<file path="src/rtl/nibbler_io_pkg.sv">
// Shared definitions for the Nibbler I/O blocks: nibble width, nibble type and
// the default debounce length used by the button input port.
package nibbler_io_pkg;
    localparam int NIBBLE_W = 4;
    typedef logic [NIBBLE_W-1:0] nibble_t;
    localparam int DEFAULT_DEBOUNCE_CYCLES = 4;
endpackage

</file>
<file path="src/rtl/nibbler_debounce_bit.sv">
// One pushbutton channel: two-flop synchronizer, mismatch counter, stable level
// flop, and a one-cycle rise pulse on the edge where stable commits 0->1.
module nibbler_debounce_bit
    import nibbler_io_pkg::*;
#(
    parameter int DEBOUNCE_CYCLES = DEFAULT_DEBOUNCE_CYCLES
) (
    input  logic clk,
    input  logic reset,
    input  logic raw,
    output logic stable,
    output logic rise
);
    // Smallest width holding DEBOUNCE_CYCLES-1; the count never exceeds it.
    localparam int CNT_W = (DEBOUNCE_CYCLES > 1) ? $clog2(DEBOUNCE_CYCLES) : 1;
    localparam logic [CNT_W-1:0] CNT_LAST = CNT_W'(DEBOUNCE_CYCLES - 1);

    logic             sync1;
    logic             sync2;
    logic [CNT_W-1:0] count;
    logic             commit;

    assign commit = (sync2 != stable) && (count == CNT_LAST);
    assign rise   = commit && sync2;

    always_ff @(posedge clk) begin
        if (reset) begin
            sync1  <= 1'b0;
            sync2  <= 1'b0;
            stable <= 1'b0;
            count  <= '0;
        end else begin
            sync1 <= raw;
            sync2 <= sync1;
            if (sync2 == stable) begin
                count <= '0;
            end else if (commit) begin
                stable <= sync2;
                count  <= '0;
            end else begin
                count <= count + CNT_W'(1);
            end
        end
    end
endmodule

</file>
<file path="src/rtl/nibbler_button_input.sv">
// Debounced 4-button input port for the Nibbler CPU. Sticky press flags are
// built only when NIBBLER_BUTTON_EVENT_LATCH_EN is defined; otherwise they read 0.
module nibbler_button_input
    import nibbler_io_pkg::*;
#(
    parameter int DEBOUNCE_CYCLES = DEFAULT_DEBOUNCE_CYCLES
) (
    input  logic    clk,
    input  logic    reset,
    input  nibble_t rawButtons,
    input  logic    readStrobe,
    output nibble_t buttons,
    output nibble_t pressEvents,
    output logic    eventPending
);
    nibble_t rise;

    for (genvar i = 0; i < NIBBLE_W; i++) begin : g_bit
        nibbler_debounce_bit #(
            .DEBOUNCE_CYCLES(DEBOUNCE_CYCLES)
        ) u_debounce (
            .clk   (clk),
            .reset (reset),
            .raw   (rawButtons[i]),
            .stable(buttons[i]),
            .rise  (rise[i])
        );
    end

`ifdef NIBBLER_BUTTON_EVENT_LATCH_EN
    nibble_t events;

    // A press committing on the same edge as a CPU read survives the clear.
    always_ff @(posedge clk) begin
        if (reset) begin
            events <= '0;
        end else begin
            events <= (readStrobe ? '0 : events) | rise;
        end
    end

    assign pressEvents  = events;
    assign eventPending = |events;
`else
    logic unused_event_inputs;
    assign unused_event_inputs = ^{readStrobe, rise};

    assign pressEvents  = '0;
    assign eventPending = 1'b0;
`endif
endmodule
</file>
<file path="config.mk">
export PLATFORM = sky130hd
export DESIGN_NAME = nibbler_button_input
export DESIGN_NICKNAME = d
export VERILOG_FILES = /design/src/rtl/nibbler_io_pkg.sv /design/src/rtl/nibbler_debounce_bit.sv /design/src/rtl/nibbler_button_input.sv
export SDC_FILE = /design/constraint.sdc
export NUM_CORES = 1
export LEC_CHECK = 0
export BUFFER_PORTS_ARGS = -buffer_cell sky130_fd_sc_hd__buf_2
export CAP_MARGIN = 20
export CORE_MARGIN = 5
export CORE_UTILIZATION = 52
export DETAILED_ROUTE_END_ITERATION = 8
export GPL_TIMING_DRIVEN = 0
export PLACE_DENSITY = 0.76
export SYNTH_ARGS = -nofsm -noshare
export SYNTH_HDL_FRONTEND = slang
export SYNTH_SLANG_ARGS = --single-unit
</file>
<file path="constraint.sdc">
create_clock -name clk -period 1.7 [get_ports clk]
set_input_delay 0.085 -clock clk [delete_from_list [all_inputs] [get_ports clk]]
set_output_delay 0.085 -clock clk [all_outputs]
set_load 0.01 [all_outputs]
</file>
Word level (Yosys, flattened, before mapping)
Cells that the tools add are included.

storage, ports and cells
  register bits after elaboration = 20
  bits of input ports = 7
  output and inout port bits = 9
  word-level logic and storage cells = 48

cells by class
  $add $sub $neg = 4
  eq/ne operators = 12
  bitwise logic cells = 4
  reductions and logical operators = 12

operators by type and width
  operator                                                        number
  3-bit OR reduction                                              4
  2-bit by 1-bit adder with 2-bit output (second input constant)  4
  2-bit == test (second input constant)                           4
  2-bit AND reduction                                             4
  1-bit == test                                                   4
  1-bit logical AND                                               4
  1-bit != test                                                   4
  1-bit inverter                                                  4

Longest topological paths before layout
Gate-level depths: netlist of the first run.

  word-level depth = 3
  gate-level depth with buffers = 3
  mapped depth without buffers = 3

Cells and area by module
Synthesis of the first run repeated with hierarchy kept, for this count alone.

second synthesis, totals
  cell total of the unflattened synthesis = 66
  area total of the unflattened synthesis = 737.0 um2

by module, submodules not included
  module                times used  cells each  area each (um2)  seq. area each (um2)
  nibbler_debounce_bit  4           15          173.9            100.1
  nibbler_button_input  1           6           41.3             0.0

Worst setup path before layout of the first run
No wires, ideal clock.

  path kind = register to register
  start = register g_bit[3].u_debounce.count[0]
  end = register g_bit[3].u_debounce.stable
  setup time = 114 ps
  arrival = 776 ps
  required time = 1586 ps
  setup slack = 809 ps
  cell stages (with the launch flop) = 4
  buffers on the path = 0
  period minus slack after synthesis = 891 ps
  cell sequence = dfxtp_1 ha_1 mux2i_1 nor2_1

on the way
  longest elaborated chain between the ends = 3

ends and longest elaborated chain
  what                           RTL line                    text
  start: declaration             nibbler_debounce_bit.sv:20  logic [CNT_W-1:0] count;
  start signal: assignment       nibbler_debounce_bit.sv:41  count <= count + CNT_W'(1);
  2-bit == test                  nibbler_debounce_bit.sv:23  assign commit = (sync2 != stable) && (count == CNT_LAST);
  1-bit logical AND              nibbler_debounce_bit.sv:23
  2-bit AND reduction (no line)  n/a
  end signal: assignment         nibbler_debounce_bit.sv:38  stable <= sync2;
  end: declaration               nibbler_debounce_bit.sv:11  output logic stable,

Every way passes these cells.
A chain may end at the register's enable or synchronous reset.

Worst setup path after layout of the first run
  start = register g_bit[0].u_debounce.stable
  end = output buttons[0]

RTL lines
  what                      RTL line                    text
  start: declaration        nibbler_debounce_bit.sv:11
  start signal: assignment  nibbler_debounce_bit.sv:38
  end: declaration          nibbler_button_input.sv:12  output nibble_t buttons,

No word-level cell between the ends.

==> impl_metrics.py, run 1 <==
metrics = {
    "layout": {
        "multi_input_comb_area_um2": 323,
        "drive_gt1_frac": 0.353,
        "layout.cells.non_filler": 101,
        "layout_commonest_cell": "sky130_fd_sc_hd__dfxtp_1",
        "ff_latch_area_um2": 400,
        "final_net_count": 97,
        "final_util": 0.661,
        "filler_cell_count": 113,
        "area_growth_syn_to_layout_pct": 22.4,
        "n_antenna_cell": 0,
        "mostFrequentLayoutCells": "20 x sky130_fd_sc_hd__dfxtp_1, 10 x sky130_fd_sc_hd__buf_4, 8 x sky130_fd_sc_hd__and2b_1, 8 x sky130_fd_sc_hd__buf_2",
    },
    "setup_path": {
        "cp_data_required_time_ps": 1620,
        "critical_path_buf_inv_count": 2,
        "critical_path.max_fanout": 3,
        "critical_path.slowest_cell": "sky130_fd_sc_hd__dfxtp_1",
        "cell_chain_of_the_critical_path": "buf_4 > buf_2",
        "path_delay_family": "flip-flops",
        "slowest_delay_ps": 390,
        "critPathKind": "reg2out",
        "start_kind": "register",
        "endpoint_kind": "primary output",
        "worst-endpoint-arrival_ps": 910,
    },
    "min_path": {
        "min-delay-path-class": "reg2reg",
    },
    "route": {
        "num_vias": 468,
        "detail_route.first_pass.iterations": 2,
        "drt-total-wl_um": 987,
        "vias_per_cell": 4.63,
        "drt.antenna.violating_nets": 0,
        "drc_violation_count_after_routing": 0,
        "starting_drt_drc_count": 6,
        "wire_length_per_cell_um": 9.77,
    },
    "logic_synthesis": {
        "synth.yosys.warnings": 0,
        "muxShareOfSynthArea": 0.0504,
        "synth_simple_gate_area_share": 0.225,
        "largest_family_of_logic_cells_by_synthesized_area": "simple AND/OR/NAND/NOR gates",
        "yosys_reg_bits": 20,
        "post_synth_instance_area_um2": 795,
        "synth-adder-area-share": 0.0630,
        "synth_xor_xnor_area_share": 0.0441,
        "synth.lib_cells_used.distinct": 12,
        "netlist_instances": 64,
        "synth_compound_gate_area_share": 0,
        "seq_area_frac_synth": 0.504,
        "synthesis.area_per_instance_um2": 12.4,
    },
    "placement": {
        "dpl.cell_count": 92,
        "gpl.final_weighted_congestion": 0.639,
        "detailed_place_hpwl_um": 704,
        "post-place-ws_ps": 749,
        "port_buffers": 8,
    },
    "power_and_ir_drop": {
        "leakagePower_nw": 0.441,
        "worst_ir_drop_vdd_v": 0.000735,
        "totalPowerFinal_mw": 0.914,
        "power_per_cell_area_nw_per_um2": 940,
    },
    "cts": {
        "max-clock-path-buffers": 2,
        "tritoncts_clock_tree": "done",
        "cts.reportedPaths.clkPinSlew_ps": 110,
        "cts_buffers": 3,
        "ctsRootBufferMaster": "sky130_fd_sc_hd__clkbuf_4",
        "ctsResizeCount": 0,
        "cts_setup_buffers": 0,
        "insertion_delay_ps": 290,
        "clock_tree.htree_level_count": 1,
        "clock_sinks": 20,
    },
    "global_routing": {
        "grt_pass1_wl_um": 1830,
        "first_global_vias": 450,
        "grt.total_usage": 0.0936,
        "grt_start_max_net_pins": 13,
        "globalRoute.totalOverflow": 0,
        "antenna_violations_before_repair": 0,
    },
    "floorplan": {
        "io_pins": 16,
        "die-area_um2": 2410,
        "floorplan.rows": 14,
        "start_util": 0.540,
        "dieHeight_um": 49.1,
        "floorplan.core_area_um2": 1470,
        "die_boundary_width_um": 49.1,
    },
    "status": {
        "status": "finished, final reports clean",
    },
    "sta": {
        "period_share": 0.583,
        "setup_viol": 0,
        "timing.fmax_mhz": 1010,
        "final_hold_viol_count": 0,
        "finalClockSkew_ps": 8.16,
        "postLayoutSetupSlackWorst_ps": 708,
        "final_max_slew_viol_count": 0,
        "final_period_minus_worst_setup_slack_ps": 992,
        "tns_ps": 0,
        "grt_setup_unrepaired": "no",
    },
    "run": {
        "cap_viol_max_count": 0,
    },
}
-- cells by family (layout without fill, tap and decap cells) --
group | Yosys count | in the layout
flops | 20 | 20
simple gates | 20 | 20
buf+inv | 11 | 28
fa+ha+maj | 4 | 4
xor+xnor | 4 | 4
mux | 4 | 4
other cells | 1 | 5
-- flip-flops by register name, indices dropped and copies added, names as in the netlist --
| signal | count |
|---|---|
| g_bit.u_debounce.count | 8 |
| g_bit.u_debounce.stable | 4 |
| g_bit.u_debounce.sync1 | 4 |
| g_bit.u_debounce.sync2 | 4 |
-- per-stage QoR --
step / instance area, um2 / hold slack, ps
2_1_floorplan: 810 / 210
3_3_place_gp: 870 / 292
3_5_place_dp: 870 / 296
4_1_cts: 962 / 7.91
5_1_grt: 972 / 464
6_report: 972 / 442
-- layer usage --
| layer | part of all wire | global-route usage |
|---|---|---|
| met1 | 0.46 | 0.110 |
| met2 | 0.47 | 0.150 |
| met3 | 0.062 | 0.0336 |
| met4 | 0.0091 | 0.0404 |
| met5 | 0 | 0 |
-- synthesized netlist by cell type --
cell type,count,share of area
sky130_fd_sc_hd__nor4_2,3,0.047
sky130_fd_sc_hd__buf_6,1,0.014
sky130_fd_sc_hd__nor2_1,4,0.019
sky130_fd_sc_hd__buf_4,10,0.094
sky130_fd_sc_hd__nor4b_2,4,0.076
sky130_fd_sc_hd__xnor2_1,4,0.044
sky130_fd_sc_hd__conb_1,1,0.0047
sky130_fd_sc_hd__ha_1,4,0.063
sky130_fd_sc_hd__nor4_1,1,0.0079
sky130_fd_sc_hd__and2b_1,8,0.076
sky130_fd_sc_hd__mux2i_1,4,0.050
sky130_fd_sc_hd__dfxtp_1,20,0.50
-- repair_timing --
item                       4_1_cts  5_1_grt
hold buffers                     4        1
hold endpoints to repair         4        3
setup endpoints to repair        0        0
-- path summary, 6_finish.rpt --
path	from	endpoint	slack [ps]	cells past startpoint
setup / recovery	g_bit[0].u_debounce.stable	buttons[0]	710	2
hold / removal	g_bit[2].u_debounce.sync1	g_bit[2].u_debounce.sync2	440	1
setup reg to reg	g_bit[2].u_debounce.count[0]	g_bit[2].u_debounce.stable	740	3
hold reg to reg	g_bit[2].u_debounce.sync1	g_bit[2].u_debounce.sync2	440	1
-- worst register-to-register path: stages (launching register included) --
cell and delay [ps]:
sky130_fd_sc_hd__dfxtp_1 370, sky130_fd_sc_hd__ha_1 250, sky130_fd_sc_hd__mux2i_1 200, sky130_fd_sc_hd__nor2_1 50
-- area by class of cell --
class | count | area share
buffer | 11 | 0.0888
clock buffer | 3 | 0.0232
clock inverter | 1 | 0.0309
multi-input combinational | 37 | 0.332
sequential | 20 | 0.412
tap | 16 | 0.0206
timing repair buffer | 13 | 0.0927
-- report_power, final --
| group | leakage [nW] | switching [mW] | total [mW] | internal [mW] |
|---|---|---|---|---|
| registers | 0.163 | 0.00508 | 0.485 | 0.480 |
| clock network | 0.0279 | 0.134 | 0.372 | 0.238 |
| logic | 0.250 | 0.0230 | 0.0564 | 0.0334 |
Power figures use the tool's default switching activity.
==> inputs of run 2 (changes only) <==
Settings changed: CORE_UTILIZATION 52 to 51, PLACE_DENSITY 0.76 to 0.75.
Clock period 1.7 ns to 0.95 ns, I/O delays scaled along.
==> impl_metrics.py, run 2 (same netlist as run 1, synthesis figures left out) <==
metrics = {
    "status": {
        "status": "finished, final reports clean",
    },
    "global_routing": {
        "grt_start_max_net_pins": 12,
        "gr-usage-met3": 0.0422,
        "globalRoute.totalOverflow": 0,
        "grt.total_usage": 0.113,
        "first_global_vias": 473,
        "antenna_violations_before_repair": 0,
        "met1_usage_in_global_routing": 0.140,
        "globalRouteMet2Util": 0.159,
        "grt_pass1_wl_um": 2100,
        "globalRoute.busiestLayer": "met2",
    },
    "power_and_ir_drop": {
        "seq_power_share": 0.595,
        "power_per_cell_area_nw_per_um2": 1340,
        "comb_power_share": 0.073,
        "leakagePower_nw": 0.442,
        "worst_ir_drop_vdd_v": 0.00127,
        "clock_power_share": 0.331,
        "internal_power_mw": 1.16,
        "sw_frac_of_total": 0.211,
        "power.net_switching_mw": 0.310,
        "totalPowerFinal_mw": 1.47,
    },
    "route": {
        "num_vias": 469,
        "vias_per_cell": 4.60,
        "wire_length_per_cell_um": 12.0,
        "drt-total-wl_um": 1220,
        "drc_violation_count_after_routing": 0,
        "starting_drt_drc_count": 0,
        "detail_route.first_pass.iterations": 1,
        "drt.antenna.violating_nets": 0,
    },
    "min_path": {
        "min-delay-path-class": "reg2reg",
        "hold_path_depth": 1,
        "timing.hold.worst.start": "g_bit[2].u_debounce.sync1",
        "worstHoldEndpoint": "g_bit[2].u_debounce.sync2",
    },
    "sta": {
        "timing.fmax_mhz": 1100,
        "final_hold_viol_count": 0,
        "period_share": 0.960,
        "grt_setup_unrepaired": "yes",
        "timing.hold.ws_ps": 439,
        "finalClockSkew_ps": 2.83,
        "final_period_minus_worst_setup_slack_ps": 912,
        "setup_viol": 0,
        "final_max_slew_viol_count": 0,
    },
    "setup_path": {
        "cp_data_required_time_ps": 900,
        "critical_path_buf_inv_count": 2,
        "critical_path.reg2reg.startpoint": "g_bit[3].u_debounce.stable",
        "path_common_cell": "sky130_fd_sc_hd__buf_6",
        "r2r_setup_slack_ps": 40,
        "critPathKind": "reg2out",
        "ff2ff_path_depth": 3,
        "crit-reg2reg-capture": "g_bit[3].u_debounce.count[1]",
        "slowest_delay_ps": 350,
        "endpoint_kind": "primary output",
        "start_kind": "register",
        "critical_path.slowest_cell": "sky130_fd_sc_hd__dfxtp_2",
        "worst-endpoint-arrival_ps": 860,
        "cell_chain_of_the_critical_path": "buf_6 > buf_6",
        "critical_path.max_fanout": 3,
        "path_delay_family": "flip-flops",
    },
    "layout": {
        "layout.cells.non_filler": 102,
        "area_growth_syn_to_layout_pct": 37.5,
        "registers.top_by_ff_count": "g_bit.u_debounce.count",
        "layout_commonest_cell": "sky130_fd_sc_hd__dfxtp_1",
        "n_antenna_cell": 0,
        "mostFrequentLayoutCells": "13 x sky130_fd_sc_hd__dfxtp_1, 10 x sky130_fd_sc_hd__buf_6, 8 x sky130_fd_sc_hd__and2b_1, 7 x sky130_fd_sc_hd__dfxtp_2, 6 x sky130_fd_sc_hd__buf_4",
        "largest_register_ffs": 8,
        "filler_cell_count": 104,
        "final_net_count": 98,
        "final_util": 0.734,
        "drive_gt1_frac": 0.512,
    },
    "placement": {
        "port_buffers": 8,
        "detailed_place_hpwl_um": 729,
        "gpl.final_weighted_congestion": 0.669,
        "dpl.cell_count": 92,
    },
    "cts": {
        "cts.reportedPaths.clkPinSlew_ps": 110,
        "clock_sinks": 20,
        "clock_tree.htree_level_count": 1,
        "max-clock-path-buffers": 2,
        "ctsRootBufferMaster": "sky130_fd_sc_hd__clkbuf_4",
        "cts_buffers": 3,
        "insertion_delay_ps": 290,
        "tritoncts_clock_tree": "done",
    },
    "run": {
        "cap_viol_max_count": 0,
    },
    "floorplan": {
        "dieHeight_um": 49.5,
        "start_util": 0.534,
        "io_pins": 16,
        "die_boundary_width_um": 49.5,
        "floorplan.rows": 14,
        "die-area_um2": 2450,
        "floorplan.core_area_um2": 1490,
    },
}
[run 2: cell types whose count changed in the layout (fill, tap and decap cells not counted), sizes merged]
cell and change:
bufinv -1, clkbuf +1, buf +1
[run 2: per-layer routing]
metal	wire length, um	vias up	share of wire
met5	0	-	0
met4	12	0	0.0098
met3	68	2	0.056
met2	588	10	0.48
met1	553	210	0.45
li1	-	247	-
[run 2: power by group through the flow]
stage | clock network (mW) | logic [mW] | registers (mW)
6_report | 0.487 | 0.108 | 0.874
5_1_grt | 0.554 | 0.120 | 0.877
4_1_cts | 0.503 | 0.101 | 0.869
3_5_place_dp | 0 | 0.0843 | 0.888
3_3_place_gp | 0 | 0.0820 | 0.887
2_1_floorplan | 0 | 0.0691 | 0.886
[run 2: metrics by stage]
step                area, um2  setup TNS (ps)  worst slack (ps)
CTS                       990               0             0.497
finish                   1090               0              38.1
global placement          870               0              3.85
detailed placement        870           -12.2             -12.2
floorplan                 810               0              59.5
global route             1090           -37.4             -13.0
[run 2: how the worst max path moves through the flow]
stage,end,from,slack [ps],depth (start not counted)
floorplan,g_bit[3].u_debounce.stable,g_bit[3].u_debounce.count[0],60,3
global placement,g_bit[3].u_debounce.stable,g_bit[3].u_debounce.count[0],4,3
detailed placement,g_bit[1].u_debounce.stable,g_bit[1].u_debounce.count[0],-10,3
CTS,g_bit[0].u_debounce.count[1],g_bit[0].u_debounce.count[0],0.5,2
global route,g_bit[3].u_debounce.count[1],g_bit[3].u_debounce.stable,-10,3
finish,buttons[1],g_bit[1].u_debounce.stable,40,2
[run 2: area by class of cell]
class	count	area [um2]	area share
sequential	20	409	0.375
multi-input combinational	37	399	0.365
timing repair buffer	15	138	0.126
buffer	10	90.1	0.0825
clock buffer	4	36.3	0.0332
tap	16	20.0	0.0183
[run 2: repair_timing]
| action | CTS | global route |
|---|---|---|
| gates cloned | 0 | 0 |
| resized for setup | 8 | 19 |
| pin swaps | 0 | 3 |
| hold buffers | 5 | 0 |
| endpoints found under the hold margin | 16 | 0 |
| buffers inserted | 2 | 0 |
| setup endpoints to repair | 8 | 13 |
